[src/rtl/cfg_pkg.sv]
// Build-wide configuration defaults shared across the "h" table blocks.
package cfg_pkg;

  localparam int RSP_DEPTH_DEFAULT = 8;

endpackage : cfg_pkg

[src/rtl/h_pkg.sv]
// Shared types for the "h" table: command opcodes, key/value widths,
// completion status and the response record carried back to the client.
package h_pkg;

  localparam int K_W = 8;
  localparam int V_W = 16;

  typedef enum logic [1:0] {
    OP_NOP = 2'd0,
    OP_GET = 2'd1,
    OP_PUT = 2'd2,
    OP_DEL = 2'd3
  } opcode_t;

  typedef logic [K_W-1:0] k_t;
  typedef logic [V_W-1:0] v_t;

  typedef enum logic [2:0] {
    ST_OK   = 3'd0,
    ST_HIT  = 3'd1,
    ST_MISS = 3'd2,
    ST_FULL = 3'd3,
    ST_ERR  = 3'd4
  } status_t;

  typedef struct packed {
    opcode_t opcode;
    k_t      k;
    v_t      v;
    status_t status;
  } rsp_t;

endpackage : h_pkg

[src/rtl/h_bdy_be_chk.sv]
// Simulation-time checks on the response back end's slot accounting.
module h_bdy_be_chk #(
  parameter int RSP_DEPTH = 8,
  parameter int CW        = $clog2(RSP_DEPTH + 1)
) (
  input logic          clk,
  input logic          srst,
  input logic [CW-1:0] credit_cnt,
  input logic [CW-1:0] inflight_cnt,
  input logic [CW-1:0] occupancy
);

  // The queue can never hold more entries than it has slots.
  a_occ_bound : assert property (@(posedge clk) disable iff (srst)
    int'(occupancy) <= RSP_DEPTH);

  // Every slot is exactly one of: free credit, command in flight, queued result.
  a_credit_inv : assert property (@(posedge clk) disable iff (srst)
    (int'(credit_cnt) + int'(inflight_cnt) + int'(occupancy)) == RSP_DEPTH);

endmodule : h_bdy_be_chk

[src/rtl/h_bdy_be_q.sv]
// In-order response queue with a registered head entry. The head register
// always mirrors the entry at the next read pointer, so the client sees a
// new entry the cycle after a push into an empty queue or after a pop.
module h_bdy_be_q
  import h_pkg::*;
#(
  parameter int DEPTH = 8,
  parameter int CW    = $clog2(DEPTH + 1)
) (
  input  logic          clk,
  input  logic          srst,
  input  logic          push,
  input  rsp_t          wdata,
  input  logic          pop,
  output rsp_t          head,
  output logic          full,
  output logic          empty,
  output logic [CW-1:0] count
);

  localparam int AW = $clog2(DEPTH);

  logic [AW:0] wr_ptr_r;
  logic [AW:0] rd_ptr_r;
  logic [AW:0] rd_ptr_nxt_s;
  logic        push_s;
  logic        pop_s;
  rsp_t        mem_r [DEPTH];
  rsp_t        head_r;

  assign empty = (wr_ptr_r == rd_ptr_r);
  assign full  = (wr_ptr_r[AW] != rd_ptr_r[AW]) &&
                 (wr_ptr_r[AW-1:0] == rd_ptr_r[AW-1:0]);
  assign count = CW'(wr_ptr_r - rd_ptr_r);
  assign head  = head_r;

  // Qualify push/pop against queue state and compute the post-pop read pointer.
  always_comb begin
    pop_s        = pop & ~empty;
    push_s       = push & (~full | pop_s);
    rd_ptr_nxt_s = rd_ptr_r + {{AW{1'b0}}, pop_s};
  end

  // Pointer update; pointers carry a wrap bit and roll over naturally.
  always_ff @(posedge clk) begin
    if (srst) begin
      wr_ptr_r <= '0;
      rd_ptr_r <= '0;
    end else begin
      if (push_s) begin
        wr_ptr_r <= wr_ptr_r + {{AW{1'b0}}, 1'b1};
      end else begin
        wr_ptr_r <= wr_ptr_r;
      end
      rd_ptr_r <= rd_ptr_nxt_s;
    end
  end

  // Storage write at the tail slot.
  always_ff @(posedge clk) begin
    if (push_s) begin
      mem_r[wr_ptr_r[AW-1:0]] <= wdata;
    end
  end

  // Head register: take the incoming entry when it lands exactly at the next
  // read position (push into empty, or push while the last entry pops).
  always_ff @(posedge clk) begin
    if (srst) begin
      head_r <= '0;
    end else if (push_s && (wr_ptr_r == rd_ptr_nxt_s)) begin
      head_r <= wdata;
    end else begin
      head_r <= mem_r[rd_ptr_nxt_s[AW-1:0]];
    end
  end

endmodule : h_bdy_be_q

[src/rtl/h_bdy_be.sv]
// Response back end of the "h" table body. Buffers pipeline results in an
// in-order queue, hands them to the client on valid/ready, and issues
// credits so every command already has a reserved queue slot.
module h_bdy_be
  import h_pkg::*;
#(
  parameter int RSP_DEPTH = cfg_pkg::RSP_DEPTH_DEFAULT
) (
  input  logic    clk,
  input  logic    srst,
  input  logic    cmd_issue,
  output logic    cmd_credit,
  input  logic    res_vld,
  input  opcode_t res_opcode,
  input  k_t      res_k,
  input  v_t      res_v,
  input  status_t res_status,
  output logic    rsp_vld,
  input  logic    rsp_rdy,
  output opcode_t rsp_opcode,
  output k_t      rsp_k,
  output v_t      rsp_v,
  output status_t rsp_status,
  output logic    busy,
  output logic    err
);

  localparam int CW = $clog2(RSP_DEPTH + 1);
  localparam logic [CW-1:0] CNT_ONE   = {{(CW-1){1'b0}}, 1'b1};
  localparam logic [CW-1:0] DEPTH_CNT = CW'(RSP_DEPTH);

  logic [CW-1:0] credit_cnt_r;
  logic [CW-1:0] inflight_cnt_r;
  logic [CW-1:0] occ_s;
  logic          err_r;
  logic          issue_ok_s;
  logic          issue_bad_s;
  logic          push_ok_s;
  logic          push_bad_s;
  logic          pop_s;
  logic          q_full_s;
  logic          q_empty_s;
  rsp_t          res_s;
  rsp_t          head_s;

  // Classify this cycle's events; a result is only legal if a command is
  // in flight or is being issued in the same cycle.
  always_comb begin
    issue_ok_s    = cmd_issue & (credit_cnt_r != '0);
    issue_bad_s   = cmd_issue & (credit_cnt_r == '0);
    push_ok_s     = res_vld & ((inflight_cnt_r != '0) | issue_ok_s);
    push_bad_s    = res_vld & ~push_ok_s;
    pop_s         = ~q_empty_s & rsp_rdy;
    res_s.opcode  = res_opcode;
    res_s.k       = res_k;
    res_s.v       = res_v;
    res_s.status  = res_status;
  end

  h_bdy_be_q #(
    .DEPTH (RSP_DEPTH)
  ) u_q (
    .clk   (clk),
    .srst  (srst),
    .push  (push_ok_s),
    .wdata (res_s),
    .pop   (pop_s),
    .head  (head_s),
    .full  (q_full_s),
    .empty (q_empty_s),
    .count (occ_s)
  );

  // Free credits: an issue takes one, a pop returns one.
  always_ff @(posedge clk) begin
    if (srst) begin
      credit_cnt_r <= DEPTH_CNT;
    end else begin
      case ({issue_ok_s, pop_s})
        2'b10:   credit_cnt_r <= credit_cnt_r - CNT_ONE;
        2'b01:   credit_cnt_r <= credit_cnt_r + CNT_ONE;
        default: credit_cnt_r <= credit_cnt_r;
      endcase
    end
  end

  // Commands in the pipeline: an issue adds one, an accepted result retires one.
  always_ff @(posedge clk) begin
    if (srst) begin
      inflight_cnt_r <= '0;
    end else begin
      case ({issue_ok_s, push_ok_s})
        2'b10:   inflight_cnt_r <= inflight_cnt_r + CNT_ONE;
        2'b01:   inflight_cnt_r <= inflight_cnt_r - CNT_ONE;
        default: inflight_cnt_r <= inflight_cnt_r;
      endcase
    end
  end

  // Sticky protocol-violation flag: issue without credit or unexpected result.
  always_ff @(posedge clk) begin
    if (srst) begin
      err_r <= 1'b0;
    end else if (issue_bad_s | push_bad_s) begin
      err_r <= 1'b1;
    end else begin
      err_r <= err_r;
    end
  end

  assign cmd_credit = (credit_cnt_r != '0);
  assign rsp_vld    = ~q_empty_s;
  assign rsp_opcode = head_s.opcode;
  assign rsp_k      = head_s.k;
  assign rsp_v      = head_s.v;
  assign rsp_status = head_s.status;
  assign busy       = (inflight_cnt_r != '0) | ~q_empty_s;
  assign err        = err_r;

  h_bdy_be_chk #(
    .RSP_DEPTH (RSP_DEPTH)
  ) u_chk (
    .clk          (clk),
    .srst         (srst),
    .credit_cnt   (credit_cnt_r),
    .inflight_cnt (inflight_cnt_r),
    .occupancy    (occ_s)
  );

endmodule : h_bdy_be

[config.mk]
export PLATFORM = sky130hd
export DESIGN_NAME = h_bdy_be
export DESIGN_NICKNAME = d
export VERILOG_FILES = /design/src/rtl/cfg_pkg.sv /design/src/rtl/h_pkg.sv /design/src/rtl/h_bdy_be_chk.sv /design/src/rtl/h_bdy_be_q.sv /design/src/rtl/h_bdy_be.sv
export SDC_FILE = /design/constraint.sdc
export NUM_CORES = 1
export LEC_CHECK = 0
export ABC_AREA = 1
export BUFFER_PORTS_ARGS = -buffer_cell sky130_fd_sc_hd__buf_2
export CORE_ASPECT_RATIO = 1.5
export CORE_MARGIN = 2
export CORE_UTILIZATION = 50
export DETAILED_ROUTE_END_ITERATION = 12
export GPL_TIMING_DRIVEN = 1
export HOLD_SLACK_MARGIN = 0.1
export PLACE_DENSITY = 0.66
export SLEW_MARGIN = 5
export SYNTH_ARGS = -nofsm -noshare
export SYNTH_HDL_FRONTEND = slang
export SYNTH_HIERARCHICAL = 1
export SYNTH_SLANG_ARGS = --single-unit
export TNS_END_PERCENT = 30
[constraint.sdc]
create_clock -name clk -period 5.7 [get_ports clk]
set_input_delay 0.57 -clock clk [delete_from_list [all_inputs] [get_ports clk]]
set_output_delay 0.57 -clock clk [all_outputs]
set_load 0.05 [all_outputs]
==> metrics.md <==
| Metric | Value |
|---|---|
| Status | completed |
| Ys Warns | 6 |
| Mapped Nets | about 1200 |
| Final Max Tran Viols | 0 |
| Area delta synth->final | 12.0% |
| Critical path peak fanout | 50 |
| Worst Clk Skew | approximately 0.0085 ns |
| Die Width | around 130 um |
| FILL cells | approximately 1900 |
| Total negative setup slack | 0 ns |
| Combinational share of power | around 33% |
| Tightest Hold Check Type | in -> reg |
| Final period utilization | a little over two thirds |
| RSZ-0062 raised after global routing | false |
| Mapped Area | between 10000 and 15000 um2 |
| CP Launch Type | flip-flop |
| Die Footprint | 24500 um2 |
| Clock sink count | roughly 280 |
| H-tree depth | 1 |
| Relative slew slack | 16.9% |
| Worst Path Required | 6.12 ns |
| Largest net degree at the start of global routing | slightly above 100 |
| CP max-delay cell | nand2_2 |
| Endpoints failing hold | 0 |
| Crit. path cell count | 21 |
| Clock power frac | a little over a quarter |
| Hold depth | 3 |
| R2R cell count | 21 |
| VDD IR max | about 0.25 mV |
| Setup Buffers After CTS | 0 |
| CP top delay family | simple AND/OR/NAND/NOR gates |
| Cells after synthesis | 1116 |
| Initial antenna violation count | 2 |
| Num CTS Buffers | 26 |
| Min cycle time layout | 4.03 ns |
| Grt total ovfl | 0 |
| Net Switching | 2310 uW |
| Crit end category | flip-flop |
| PortBufs | between 60 and 70 |
| Leakage | around 0.0053 uW |
| Die H | between 150 and 200 um |
| CTS Root Cell | clkbuf_16 |
| Reg power frac | between 40% and 50% |
| Via/cell ratio | around 5.2 |
| Pwr dens | between 400 and 500 nW/um2 |
| Initial Util | 50.7% |
| Worst-Skew Late Latency | about 0.53 ns |
| Vias in the first global route | 7425 |
| Final Hold Slack | approximately 0.31 ns |
| WL final | ~24000 um |
| Crit path largest cell delay | about 0.8 ns |
| Worst Path Class, Setup | reg -> reg |
| First-pass GRT wire length | 38400 um |
| Critical Path AT | between 4 and 5 ns |
| # IOs | between 60 and 70 |
| Drt initial violations | 630 |
| P_int | around 4000 uW |
| CTS clk-pin slew, worst paths | roughly 0.060 ns |
| WP buf/inv | 5 |
| WL/cell | 16.6 um |
| Final #Nets | 1214 |
| Drt pass-1 iters | 6 |
| Row cnt | ~70 |
| Mean Syn Cell Area | between 10 and 15 um2 |
| Max frequency | ~0.25 GHz |
| Antenna Nets Post-Route | 0 |
| DRC | 0 |
| Post-DP HPWL | 12700 um |
| Net Sw Frac | roughly 37% |
| CP Cell Sequence | inv_1 -> ha_1 -> inv_1 -> nor2_1 -> inv_1 -> nor2_1 -> nor2_1 -> inv_1 -> nor2_1 -> ha_4 -> ha_2 -> inv_1 -> nand2_1 -> nand2_2 -> nand2_1 -> nand2_1 -> nand2_2 -> nor2_8 -> nand2_1 -> nand2_1 -> nor2_1 |
| Worst-margin pin slew | about 1.2 ns |
| CTS Hold Bufs | 0 |
| Layout cells sized above 1 | between 10% and 20% |
| GRT Total Usage | about a fifth |
| GPL Wtd Cong | 0.765 |
| TritonCTS clock tree | done |
| Core footprint | between 20000 and 25000 um2 |
| Maxcap violations | 0 |
| Max Buffers Root-to-Sink | 3 |
| Vias | around 7700 |
| Setup violators final | 0 |
| Resized cells post-CTS | 0 |
-- final timing paths --
kind | startpoint | end | slack (ns)
worst max-delay path | u_q/wr_ptr_r[0] | u_q/head[8] | 1.67
worst min-delay path | res_vld | err | 0.31
worst max register to register | u_q/wr_ptr_r[0] | u_q/head[8] | 1.67
worst min register to register | u_q/rd_ptr_r[3] | u_q/rd_ptr_r[3] | 0.47
-- worst reg2reg max path: stages, from the launching register on --
cell and delay, ns:
dfxtp_1 0.41, inv_1 0.10, ha_1 0.28, inv_1 0.03
nor2_1 0.12, inv_1 0.05, nor2_1 0.16, nor2_1 0.10
inv_1 0.08, nor2_1 0.07, ha_4 0.17, ha_2 0.17
inv_1 0.06, nand2_1 0.08, nand2_2 0.79, nand2_1 0.12
nand2_1 0.13, nand2_2 0.09, nor2_8 0.61, nand2_1 0.15
nand2_1 0.10, nor2_1 0.05
-- final cells by class --
class                           count  area (um2)  area share (%)
Clock buffer                       36         729            5.61
Sequential cell                   278        7890            60.7
Clock inverter                     12         118           0.905
Timing Repair Buffer               75         398            3.06
Multi-Input combinational cell    691        3160            24.3
Tap cell                          280         350            2.70
Antenna cell                        1        2.50          0.0193
Inverter                           95         358            2.75
-- registers in the layout, indices dropped and copies added (netlist names) --
| register | cells |
|---|---|
| credit_cnt_r | 4 |
| err | 1 |
| inflight_cnt_r | 4 |
| u_q/head | 29 |
| u_q/mem_r | 232 |
| u_q/rd_ptr_r | 4 |
| u_q/wr_ptr_r | 4 |
-- power groups by stage --
stage | sequential, uW | combinational [uW] | clock (uW)
6_report | 2540 | 2070 | 1710
5_1_grt | 2560 | 2310 | 1810
3_5_place_dp | 2580 | 2080 | 0
2_1_floorplan | 2920 | 1300 | 0
3_3_place_gp | 2580 | 2050 | 0
4_1_cts | 2540 | 2090 | 1740
-- layout by cell type, fill, tap and decap left out, drive strengths merged --
master	count
or2	5
ha	12
nand3	179
nor3	2
nor2	87
a31o	1
xor2	1
fa	1
nand4	1
bufinv	2
xnor2	5
edfxtp	232
dfxtp	46
clkinv	8
buf	75
o21ai	10
diode	1
nand2	375
clkinvlp	3
clkbuf	36
inv	94
a21oi	12
-- per-layer routing --
metal	GRT usage, %	share of wire (%)	vias up
met4	7.27	2.6	2
met1	25.3	41	3625
li1	-	-	3786
met5	0	0.053	-
met3	2.53	5.2	58
met2	35.6	51	192
-- through the flow --
step | util, % | total power (uW) | setup slack, ns | cell area, um2 | cells
2_1_floorplan | - | 4220 | 1.71 | 11600 | 1116
3_3_place_gp | 53.1 | 4630 | 1.87 | 12100 | 1419
3_5_place_dp | 53.1 | 4660 | 1.73 | 12100 | 1419
4_1_cts | 56.8 | 6370 | 1.70 | 13000 | 1467
5_1_grt | 56.8 | 6690 | 1.19 | 13000 | 1468
6_report | 56.8 | 6320 | 1.67 | 13000 | 1468
No activity file was read; power rests on OpenSTA's default activity.
